<file path="src/rtl/mem_bus_arbiter_if.sv">
// Shared bus bundle between the two masters, the arbiter and the memory/peripheral slaves.
// The slave modport is the arbiter's view; the master modport is the environment's view.
interface mem_bus_arbiter_if #(
  parameter int ADDR_W = 32,
  parameter int DATA_W = 32
);
  logic              m0_req;
  logic              m0_rd;
  logic              m0_wr;
  logic              m0_lock;
  logic [ADDR_W-1:0] m0_addr;
  logic [DATA_W-1:0] m0_wdata;
  logic [DATA_W-1:0] m0_rdata;
  logic              m0_ack;

  logic              m1_req;
  logic              m1_rd;
  logic              m1_wr;
  logic              m1_lock;
  logic [ADDR_W-1:0] m1_addr;
  logic [DATA_W-1:0] m1_wdata;
  logic [DATA_W-1:0] m1_rdata;
  logic              m1_ack;

  logic [ADDR_W-1:0] oMemAddr;
  logic              oMemRead;
  logic              oMemWrite;
  logic [DATA_W-1:0] oMemWriteData;
  logic [DATA_W-1:0] iMemReadData;
  logic [1:0]        owner;

  modport slave (
    input  m0_req, m0_rd, m0_wr, m0_lock, m0_addr, m0_wdata,
    output m0_rdata, m0_ack,
    input  m1_req, m1_rd, m1_wr, m1_lock, m1_addr, m1_wdata,
    output m1_rdata, m1_ack,
    output oMemAddr, oMemRead, oMemWrite, oMemWriteData, owner,
    input  iMemReadData
  );

  modport master (
    output m0_req, m0_rd, m0_wr, m0_lock, m0_addr, m0_wdata,
    input  m0_rdata, m0_ack,
    output m1_req, m1_rd, m1_wr, m1_lock, m1_addr, m1_wdata,
    input  m1_rdata, m1_ack,
    input  oMemAddr, oMemRead, oMemWrite, oMemWriteData, owner,
    output iMemReadData
  );
endinterface

</file>
<file path="src/rtl/mem_bus_arbiter.sv">
// Two-master round-robin bus arbiter with bounded lock bursts.
// Each transaction takes IDLE -> ACCESS (bus strobe) -> RESP (ack pulse).
module mem_bus_arbiter #(
  parameter int ADDR_W    = 32,
  parameter int DATA_W    = 32,
  parameter int MAX_BURST = 4
) (
  input  logic                  clk,
  input  logic                  reset,
  mem_bus_arbiter_if.slave      bus
);

  typedef enum logic [1:0] {IDLE, ACCESS, RESP} state_t;

  localparam logic [3:0] MAX_BURST_C = 4'(MAX_BURST);

  state_t            state_q, state_d;
  logic              cmd_rd_q, cmd_rd_d;
  logic              cmd_wr_q, cmd_wr_d;
  logic [ADDR_W-1:0] cmd_addr_q, cmd_addr_d;
  logic [DATA_W-1:0] cmd_wdata_q, cmd_wdata_d;
  logic              winner_q, winner_d;
  logic              lock_q, lock_d;
  logic [3:0]        burst_cnt_q, burst_cnt_d;
  logic [DATA_W-1:0] m0_rdata_q, m0_rdata_d;
  logic [DATA_W-1:0] m1_rdata_q, m1_rdata_d;

  logic grant1;
  logic other_req;

  // winner_q doubles as the last winner once the transaction has finished
  always_comb begin
    state_d     = state_q;
    cmd_rd_d    = cmd_rd_q;
    cmd_wr_d    = cmd_wr_q;
    cmd_addr_d  = cmd_addr_q;
    cmd_wdata_d = cmd_wdata_q;
    winner_d    = winner_q;
    lock_d      = lock_q;
    burst_cnt_d = burst_cnt_q;
    m0_rdata_d  = m0_rdata_q;
    m1_rdata_d  = m1_rdata_q;
    grant1      = 1'b0;
    other_req   = 1'b0;

    if (bus.m0_req && bus.m1_req) begin
      if ((burst_cnt_q < MAX_BURST_C) && lock_q) grant1 = winner_q;
      else                                       grant1 = ~winner_q;
    end else begin
      grant1 = ~bus.m0_req;
    end
    other_req = grant1 ? bus.m0_req : bus.m1_req;

    case (state_q)
      IDLE: begin
        if (bus.m0_req || bus.m1_req) begin
          state_d     = ACCESS;
          winner_d    = grant1;
          cmd_rd_d    = grant1 ? bus.m1_rd    : bus.m0_rd;
          cmd_wr_d    = grant1 ? bus.m1_wr    : bus.m0_wr;
          cmd_addr_d  = grant1 ? bus.m1_addr  : bus.m0_addr;
          cmd_wdata_d = grant1 ? bus.m1_wdata : bus.m0_wdata;
          lock_d      = grant1 ? bus.m1_lock  : bus.m0_lock;
          if ((grant1 == winner_q) && other_req) burst_cnt_d = burst_cnt_q + 4'd1;
          else                                   burst_cnt_d = 4'd1;
        end
      end
      ACCESS: begin
        state_d = RESP;
        if (cmd_rd_q && !cmd_wr_q) begin
          if (winner_q) m1_rdata_d = bus.iMemReadData;
          else          m0_rdata_d = bus.iMemReadData;
        end
      end
      RESP:    state_d = IDLE;
      default: state_d = IDLE;
    endcase
  end

  // Last winner resets to master 1 so master 0 takes the first tie
  always_ff @(posedge clk or negedge reset) begin
    if (!reset) begin
      state_q     <= IDLE;
      cmd_rd_q    <= 1'b0;
      cmd_wr_q    <= 1'b0;
      cmd_addr_q  <= '0;
      cmd_wdata_q <= '0;
      winner_q    <= 1'b1;
      lock_q      <= 1'b0;
      burst_cnt_q <= 4'd0;
      m0_rdata_q  <= '0;
      m1_rdata_q  <= '0;
    end else begin
      state_q     <= state_d;
      cmd_rd_q    <= cmd_rd_d;
      cmd_wr_q    <= cmd_wr_d;
      cmd_addr_q  <= cmd_addr_d;
      cmd_wdata_q <= cmd_wdata_d;
      winner_q    <= winner_d;
      lock_q      <= lock_d;
      burst_cnt_q <= burst_cnt_d;
      m0_rdata_q  <= m0_rdata_d;
      m1_rdata_q  <= m1_rdata_d;
    end
  end

  assign bus.oMemAddr      = cmd_addr_q;
  assign bus.oMemWriteData = cmd_wdata_q;
  assign bus.oMemRead      = (state_q == ACCESS) && cmd_rd_q && !cmd_wr_q;
  assign bus.oMemWrite     = (state_q == ACCESS) && cmd_wr_q;
  assign bus.m0_ack        = (state_q == RESP) && !winner_q;
  assign bus.m1_ack        = (state_q == RESP) && winner_q;
  assign bus.m0_rdata      = m0_rdata_q;
  assign bus.m1_rdata      = m1_rdata_q;
  assign bus.owner         = (state_q == IDLE) ? 2'b00 : (winner_q ? 2'b10 : 2'b01);

endmodule

</file>
<file path="src/flat_wrapper.sv">
// flat-port wrapper written by rule: the top's interface ports become plain ports
module mem_bus_arbiter_flat 
#(
  parameter int ADDR_W    = 32,
  parameter int DATA_W    = 32,
  parameter int MAX_BURST = 4
)
  (clk, reset, bus_m0_req, bus_m0_rd, bus_m0_wr, bus_m0_lock, bus_m0_addr, bus_m0_wdata, bus_m0_rdata, bus_m0_ack, bus_m1_req, bus_m1_rd, bus_m1_wr, bus_m1_lock, bus_m1_addr, bus_m1_wdata, bus_m1_rdata, bus_m1_ack, bus_oMemAddr, bus_oMemRead, bus_oMemWrite, bus_oMemWriteData, bus_owner, bus_iMemReadData);
  mem_bus_arbiter_if #(.ADDR_W(ADDR_W), .DATA_W(DATA_W)) bus_i ();
  input  logic clk;
  input  logic reset;
  input wire logic [$bits(bus_i.m0_req)-1:0] bus_m0_req;
  input wire logic [$bits(bus_i.m0_rd)-1:0] bus_m0_rd;
  input wire logic [$bits(bus_i.m0_wr)-1:0] bus_m0_wr;
  input wire logic [$bits(bus_i.m0_lock)-1:0] bus_m0_lock;
  input wire logic [$bits(bus_i.m0_addr)-1:0] bus_m0_addr;
  input wire logic [$bits(bus_i.m0_wdata)-1:0] bus_m0_wdata;
  output wire logic [$bits(bus_i.m0_rdata)-1:0] bus_m0_rdata;
  output wire logic [$bits(bus_i.m0_ack)-1:0] bus_m0_ack;
  input wire logic [$bits(bus_i.m1_req)-1:0] bus_m1_req;
  input wire logic [$bits(bus_i.m1_rd)-1:0] bus_m1_rd;
  input wire logic [$bits(bus_i.m1_wr)-1:0] bus_m1_wr;
  input wire logic [$bits(bus_i.m1_lock)-1:0] bus_m1_lock;
  input wire logic [$bits(bus_i.m1_addr)-1:0] bus_m1_addr;
  input wire logic [$bits(bus_i.m1_wdata)-1:0] bus_m1_wdata;
  output wire logic [$bits(bus_i.m1_rdata)-1:0] bus_m1_rdata;
  output wire logic [$bits(bus_i.m1_ack)-1:0] bus_m1_ack;
  output wire logic [$bits(bus_i.oMemAddr)-1:0] bus_oMemAddr;
  output wire logic [$bits(bus_i.oMemRead)-1:0] bus_oMemRead;
  output wire logic [$bits(bus_i.oMemWrite)-1:0] bus_oMemWrite;
  output wire logic [$bits(bus_i.oMemWriteData)-1:0] bus_oMemWriteData;
  output wire logic [$bits(bus_i.owner)-1:0] bus_owner;
  input wire logic [$bits(bus_i.iMemReadData)-1:0] bus_iMemReadData;
  assign bus_i.m0_req = bus_m0_req;
  assign bus_i.m0_rd = bus_m0_rd;
  assign bus_i.m0_wr = bus_m0_wr;
  assign bus_i.m0_lock = bus_m0_lock;
  assign bus_i.m0_addr = bus_m0_addr;
  assign bus_i.m0_wdata = bus_m0_wdata;
  assign bus_m0_rdata = bus_i.m0_rdata;
  assign bus_m0_ack = bus_i.m0_ack;
  assign bus_i.m1_req = bus_m1_req;
  assign bus_i.m1_rd = bus_m1_rd;
  assign bus_i.m1_wr = bus_m1_wr;
  assign bus_i.m1_lock = bus_m1_lock;
  assign bus_i.m1_addr = bus_m1_addr;
  assign bus_i.m1_wdata = bus_m1_wdata;
  assign bus_m1_rdata = bus_i.m1_rdata;
  assign bus_m1_ack = bus_i.m1_ack;
  assign bus_oMemAddr = bus_i.oMemAddr;
  assign bus_oMemRead = bus_i.oMemRead;
  assign bus_oMemWrite = bus_i.oMemWrite;
  assign bus_oMemWriteData = bus_i.oMemWriteData;
  assign bus_owner = bus_i.owner;
  assign bus_i.iMemReadData = bus_iMemReadData;
  mem_bus_arbiter #(.ADDR_W(ADDR_W), .DATA_W(DATA_W), .MAX_BURST(MAX_BURST)) u_core (.clk(clk), .reset(reset), .bus(bus_i));
endmodule
</file>
<file path="config.mk">
export PLATFORM = sky130hd
export DESIGN_NAME = mem_bus_arbiter_flat
export DESIGN_NICKNAME = d
export VERILOG_FILES = /design/src/rtl/mem_bus_arbiter_if.sv /design/src/rtl/mem_bus_arbiter.sv /design/src/flat_wrapper.sv
export SDC_FILE = /design/constraint.sdc
export NUM_CORES = 1
export LEC_CHECK = 0
export ABC_AREA = 1
export BUFFER_PORTS_ARGS = -buffer_cell sky130_fd_sc_hd__buf_2
export CAP_MARGIN = 20
export CORE_MARGIN = 2
export CORE_UTILIZATION = 47
export DETAILED_ROUTE_END_ITERATION = 7
export PLACE_DENSITY = 0.89
export SLEW_MARGIN = 10
export SYNTH_ARGS = -nofsm -noshare
export SYNTH_HDL_FRONTEND = slang
export SYNTH_SLANG_ARGS = --single-unit
export TNS_END_PERCENT = 20
</file>
<file path="constraint.sdc">
create_clock -name clk -period 2 [get_ports clk]
set_input_delay 0.4 -clock clk [delete_from_list [all_inputs] [get_ports clk]]
set_output_delay 0.4 -clock clk [all_outputs]
set_load 0.01 [all_outputs]
</file>
Word-level counts from Yosys, hierarchy flattened --
Index checks and enable logic that the tools add are counted.
Operators by class: add/sub/neg operators 1, $lt $le $gt $ge 1, equal/unequal tests 4, mux-type cells 13, bitwise operators 2, reductions and logical operators 16
Operator list (number):
- 32-bit two-way mux | 2
- 1-bit logical AND | 9
- 1-bit two-way mux | 6
- 2-bit two-way mux | 3
- 3-bit AND reduction | 2
- 4-bit by 1-bit adder with 4-bit output (second input constant) | 1
- 4-bit by 3-bit < comparator with 1-bit output (second input constant) | 1
- 4-bit two-way mux | 1
- 2-bit case mux with 2 select lines | 1
- 2-bit by 1-bit equality test with 1-bit output (second input constant) | 1
- 2-bit equality test (second input constant) | 1
- 1-bit zero test | 2
- 2-bit zero test | 1
- 2-bit by 1-bit inequality test with 1-bit output (second input constant) | 1
- 1-bit NOT | 2
- 2-bit AND reduction | 1
- 1-bit equality test | 1
- 1-bit logical OR | 1
Storage, ports and cells: bits in registers 138, input port bits 170, output and inout port bits 134, logic and storage cells 47

Longest topological paths before layout --
depth after elaboration 7, depth in mapped cells 10

Worst setup path after synthesis --
No wires, ideal clock.
kind input-to-reg, from input bus_m0_req, to register u_core.cmd_addr_q[0] (netlist: u_core.bus.oMemAddr[0]), arrival 1.275 ns, required time 1.882 ns, slack 0.607 ns, stages 7, path through buf_2 o21ai_2 inv_2 buf_2 buf_2 nand3_1 nand2_1
On the way: longest elaborated chain between the ends 3, elaborated cells on any way between the ends 6
Ends and longest elaborated chain:
- start: declaration | line flat_wrapper.sv:12 | input wire logic [$bits(bus_i.m0_req)-1:0] bus_m0_req;
- 1-bit logical AND / 1-bit NOT (equally long branches) | line mem_bus_arbiter.sv:46, mem_bus_arbiter.sv:50
- 1-bit two-way mux | line mem_bus_arbiter.sv:46 | if (bus.m0_req && bus.m1_req) begin
- 32-bit two-way mux | line mem_bus_arbiter.sv:61 | cmd_addr_d = grant1 ? bus.m1_addr : bus.m0_addr;
- end signal: assignment | line mem_bus_arbiter.sv:97 | cmd_addr_q <= cmd_addr_d;
- end: declaration | line mem_bus_arbiter.sv:20 | logic [ADDR_W-1:0] cmd_addr_q, cmd_addr_d;
Parallel ways exist; a longest one is shown, timed or not. A chain may end at the register's enable or synchronous reset.

Worst setup path in the final report --
from register u_core.winner_q, to output bus_m1_ack
On the way: longest elaborated chain between the ends 1
Ends and longest elaborated chain:
- start: declaration | line mem_bus_arbiter.sv:22 | logic winner_q, winner_d;
- start signal: assignment | line mem_bus_arbiter.sv:99 | winner_q <= winner_d;
- 1-bit logical AND | line mem_bus_arbiter.sv:112 | assign bus.m1_ack = (state_q == RESP) && winner_q;
- end: declaration | line flat_wrapper.sv:27 | output wire logic [$bits(bus_i.m1_ack)-1:0] bus_m1_ack;
Every way passes these cells.

==> impl_metrics.py <==
metrics = {
    "setup_path": {
        "worstPathCellList": "inv_2, nor3_1, buf_2",
        "cp_max_fo": 5,
        "critPathMaxStageDelay_ns": 0.59,
        "cp.arrival_ns": 1.41,
        "critical-path-slowest-cell": "dfstp_2",
        "path_class": "reg2out",
        "startpoint_type": "register",
        "cp.required_ns": 1.60,
        "r2r-start": "u_core.winner_q",
        "critPathLaunch": "u_core.winner_q",
        "critPathCaptureType": "primary output",
    },
    "timing": {
        "min_period_ns": 1.81,
        "rsz0062_at_grt": "no",
        "setup_tns_ns": 0,
        "post-route-period-util_pct": 90.7,
        "fin_ws_ns": 0.186,
        "setup_viol": 0,
        "clock_skew_ns": 0.00733,
        "slew_headroom_pct": 72.1,
        "fin_hold_ws_ns": 0.240,
        "tightest_slew_ns": 0.418,
        "fmax_mhz": 551,
        "drv_slew": 0,
        "hold_violations": 0,
    },
    "detailed_routing": {
        "drc": 0,
        "dr.max_layer_used": "met4",
        "dr_total_vias": 6481,
        "routed_wl_um": 18000,
        "drt-initial-drc-count": 375,
        "viasPerCell": 4.85,
        "wl_met2_um": 9160,
        "detail-route-antenna-nets": 0,
        "met3_length_um": 1260,
        "drtPass1Iterations": 5,
        "drt-met1-wl_um": 7090,
        "wl_per_cell_um": 13.5,
    },
    "global_route": {
        "grt_antenna_before_repair": 0,
        "grt_pass1_vias": 6042,
        "grt_pass1_wl_um": 27900,
        "grt_remaining_overflow": 0,
        "grt_util_all_layers_pct": 24.0,
        "grt_max_degree": 76,
    },
    "logic_synthesis": {
        "synth.net_count": 1027,
        "netlist_top_cells_count": "273 x nand2_1, 173 x inv_1, 137 x dfrtp_1",
        "yosysTopAreaCellShare_pct": 52.5,
        "synth_edf_count": 0,
        "post-synth-top-count-cell": "nand2_1",
        "synth-seq-area-share_pct": 52.9,
        "synthCells": 856,
        "syn_avg_cell_area_um2": 7.62,
        "synth_area_mm2": 0.00653,
        "synth_flop_cell": "dfrtp_1",
        "ys.warnings.count": 0,
        "synth_seq_cells": 138,
        "synthTopCellsByArea": "dfrtp_1 53%, nand2_1 16%, nand3_1 10%",
        "async_flop_share_pct": 100,
        "yosysUniqueCellTypes": 21,
        "synth_top_area_cell": "dfrtp_1",
    },
    "clock_tree": {
        "insertion_delay_ns": 0.41,
        "cts-resized-gates": 0,
        "cts_tree": "built",
        "clock_sinks": 138,
        "cts_buffers": 17,
        "cts-root-buf": "clkbuf_16",
        "cts.path.max_buffers": 2,
        "htreeDepth": 4,
        "clk_pin_slew_ns": 0.06,
    },
    "floorplanning": {
        "die_w_um": 122,
        "coreArea_mm2": 0.0137,
        "start_util_pct": 47.6,
        "fp.dieArea_mm2": 0.0148,
        "pin_count": 304,
        "rows": 43,
        "die-height_um": 122,
    },
    "placement": {
        "dp_hpwl_um": 12900,
        "dp_slack_ns": 0.383,
        "io_buffers": 303,
        "dp.cells": 1303,
        "place.gp.congestion": 0.792,
    },
    "final_layout": {
        "antenna_cells": 0,
        "drive_gt1_share_pct": 31.1,
        "fin_cells": 1336,
        "finalCoreUtilization_pct": 64.5,
        "nets": 1314,
        "syn2layout_area_growth_pct": 35.5,
    },
    "outcome": {
        "status": "finished clean",
    },
    "min_path": {
        "hold_start": "bus_iMemReadData[31]",
        "hold_path.class": "in2reg",
    },
    "pwr": {
        "vdd_drop_max_mv": 0.732,
        "p_leak_nw": 5.46,
        "power_density_mw_per_mm2": 1570,
    },
    "job": {
        "cap_violations": 0,
    },
}
## through the flow
step	total power, W	instance area [um2]
2_1_floorplan	0.00827	6530
3_3_place_gp	0.0105	8220
3_5_place_dp	0.0107	8220
4_1_cts	0.0141	8840
5_1_grt	0.0149	8840
6_report	0.0139	8840
## layout make-up
type / instances / area (um2)
clock buffers: 19 / 453
inverters: 175 / 657
multi-input cells: 494 / 2160
clock inverters: 13 / 163
repair buffers: 317 / 1730
flip-flops and latches: 138 / 3450
fillers: 1163 / 4870
well taps: 180 / 225
## critical path: cells and delay by family (launching register included)
family / cells / cell delay (ns)
and+or+nand+nor: 1 / 0.16
buffers and inverters: 2 / 0.25
DFF: 1 / 0.59
## what timing repair did
item	in CTS	in global routing
hold endpoints to repair	39	0
buffers inserted	0	0
hold buffers	1	0
## layout by cell type (no fill, tap or decap)
cell type and instances:
nand4_1 1, clkbuf_16 17, dfstp_2 1, buf_4 5, buf_12 8, o21ai_1 15, dlygate4sd3_1 1, inv_2 2
nor2_1 5, nor3_1 2, o21ai_4 1, o21ai_0 54, clkinv_4 2, dfrtp_1 137, ha_1 1, buf_2 302
nand2_1 273, nand3_2 2, nand3_1 134, inv_6 4, clkbuf_8 2, nor2_2 3, nand2_2 3, inv_1 173
clkinv_2 4, bufinv_16 3, buf_6 1
## path summary, 6_finish.rpt
| kind | to | depth (start not counted) | slack (ns) |
|---|---|---|---|
| worst max-delay path | bus_m1_ack | 3 | 0.19 |
| max in group asynchronous | u_core.bus.oMemWriteData[14] | 3 | 0.89 |
| worst min register to register | u_core.bus.oMemAddr[30] | 2 | 0.47 |
| min in group asynchronous | u_core.bus.m0_rdata[14] | 2 | 0.48 |
| worst max register to register | u_core.bus.oMemAddr[22] | 6 | 0.36 |
| worst min-delay path | u_core.bus.m1_rdata[31] | 3 | 0.24 |
## flip-flops by register name, indices dropped and copies added (netlist names)
register / cells
u_core.bus.m0_rdata: 32
u_core.lock_q: 1
u_core.cmd_rd_q: 1
u_core.burst_cnt_q: 4
u_core.winner_q: 1
u_core.state_q: 2
u_core.cmd_wr_q: 1
u_core.bus.m1_rdata: 32
u_core.bus.oMemAddr: 32
u_core.bus.oMemWriteData: 32
## where the power goes
part	total, W	leakage [nW]	switching [W]	internal, W
clock	0.00324	0.308	0.00120	0.00204
sequential	0.00504	1.66	0.000811	0.00423
combinational	0.00565	3.49	0.00347	0.00218
## routing by layer
layer,vias up,track usage [%]
li1,3164,-
met1,2972,28.1
met2,302,42.2
met3,43,5.29
met4,0,10.7
met5,-,0
## logic make-up (layout without fill, tap and decap cells)
group | count (synthesis) | in the layout | share of synthesized area, %
buffers and inverters | 224 | 524 | 14.1
flip-flops | 138 | 138 | 52.9
adder cells (fa/ha/maj) | 1 | 1 | 0.192
AND/OR/NAND/NOR | 423 | 423 | 27.4
AO/OA/AOI/OAI | 70 | 70 | 5.43
No activity file was read; power rests on OpenSTA's default activity.
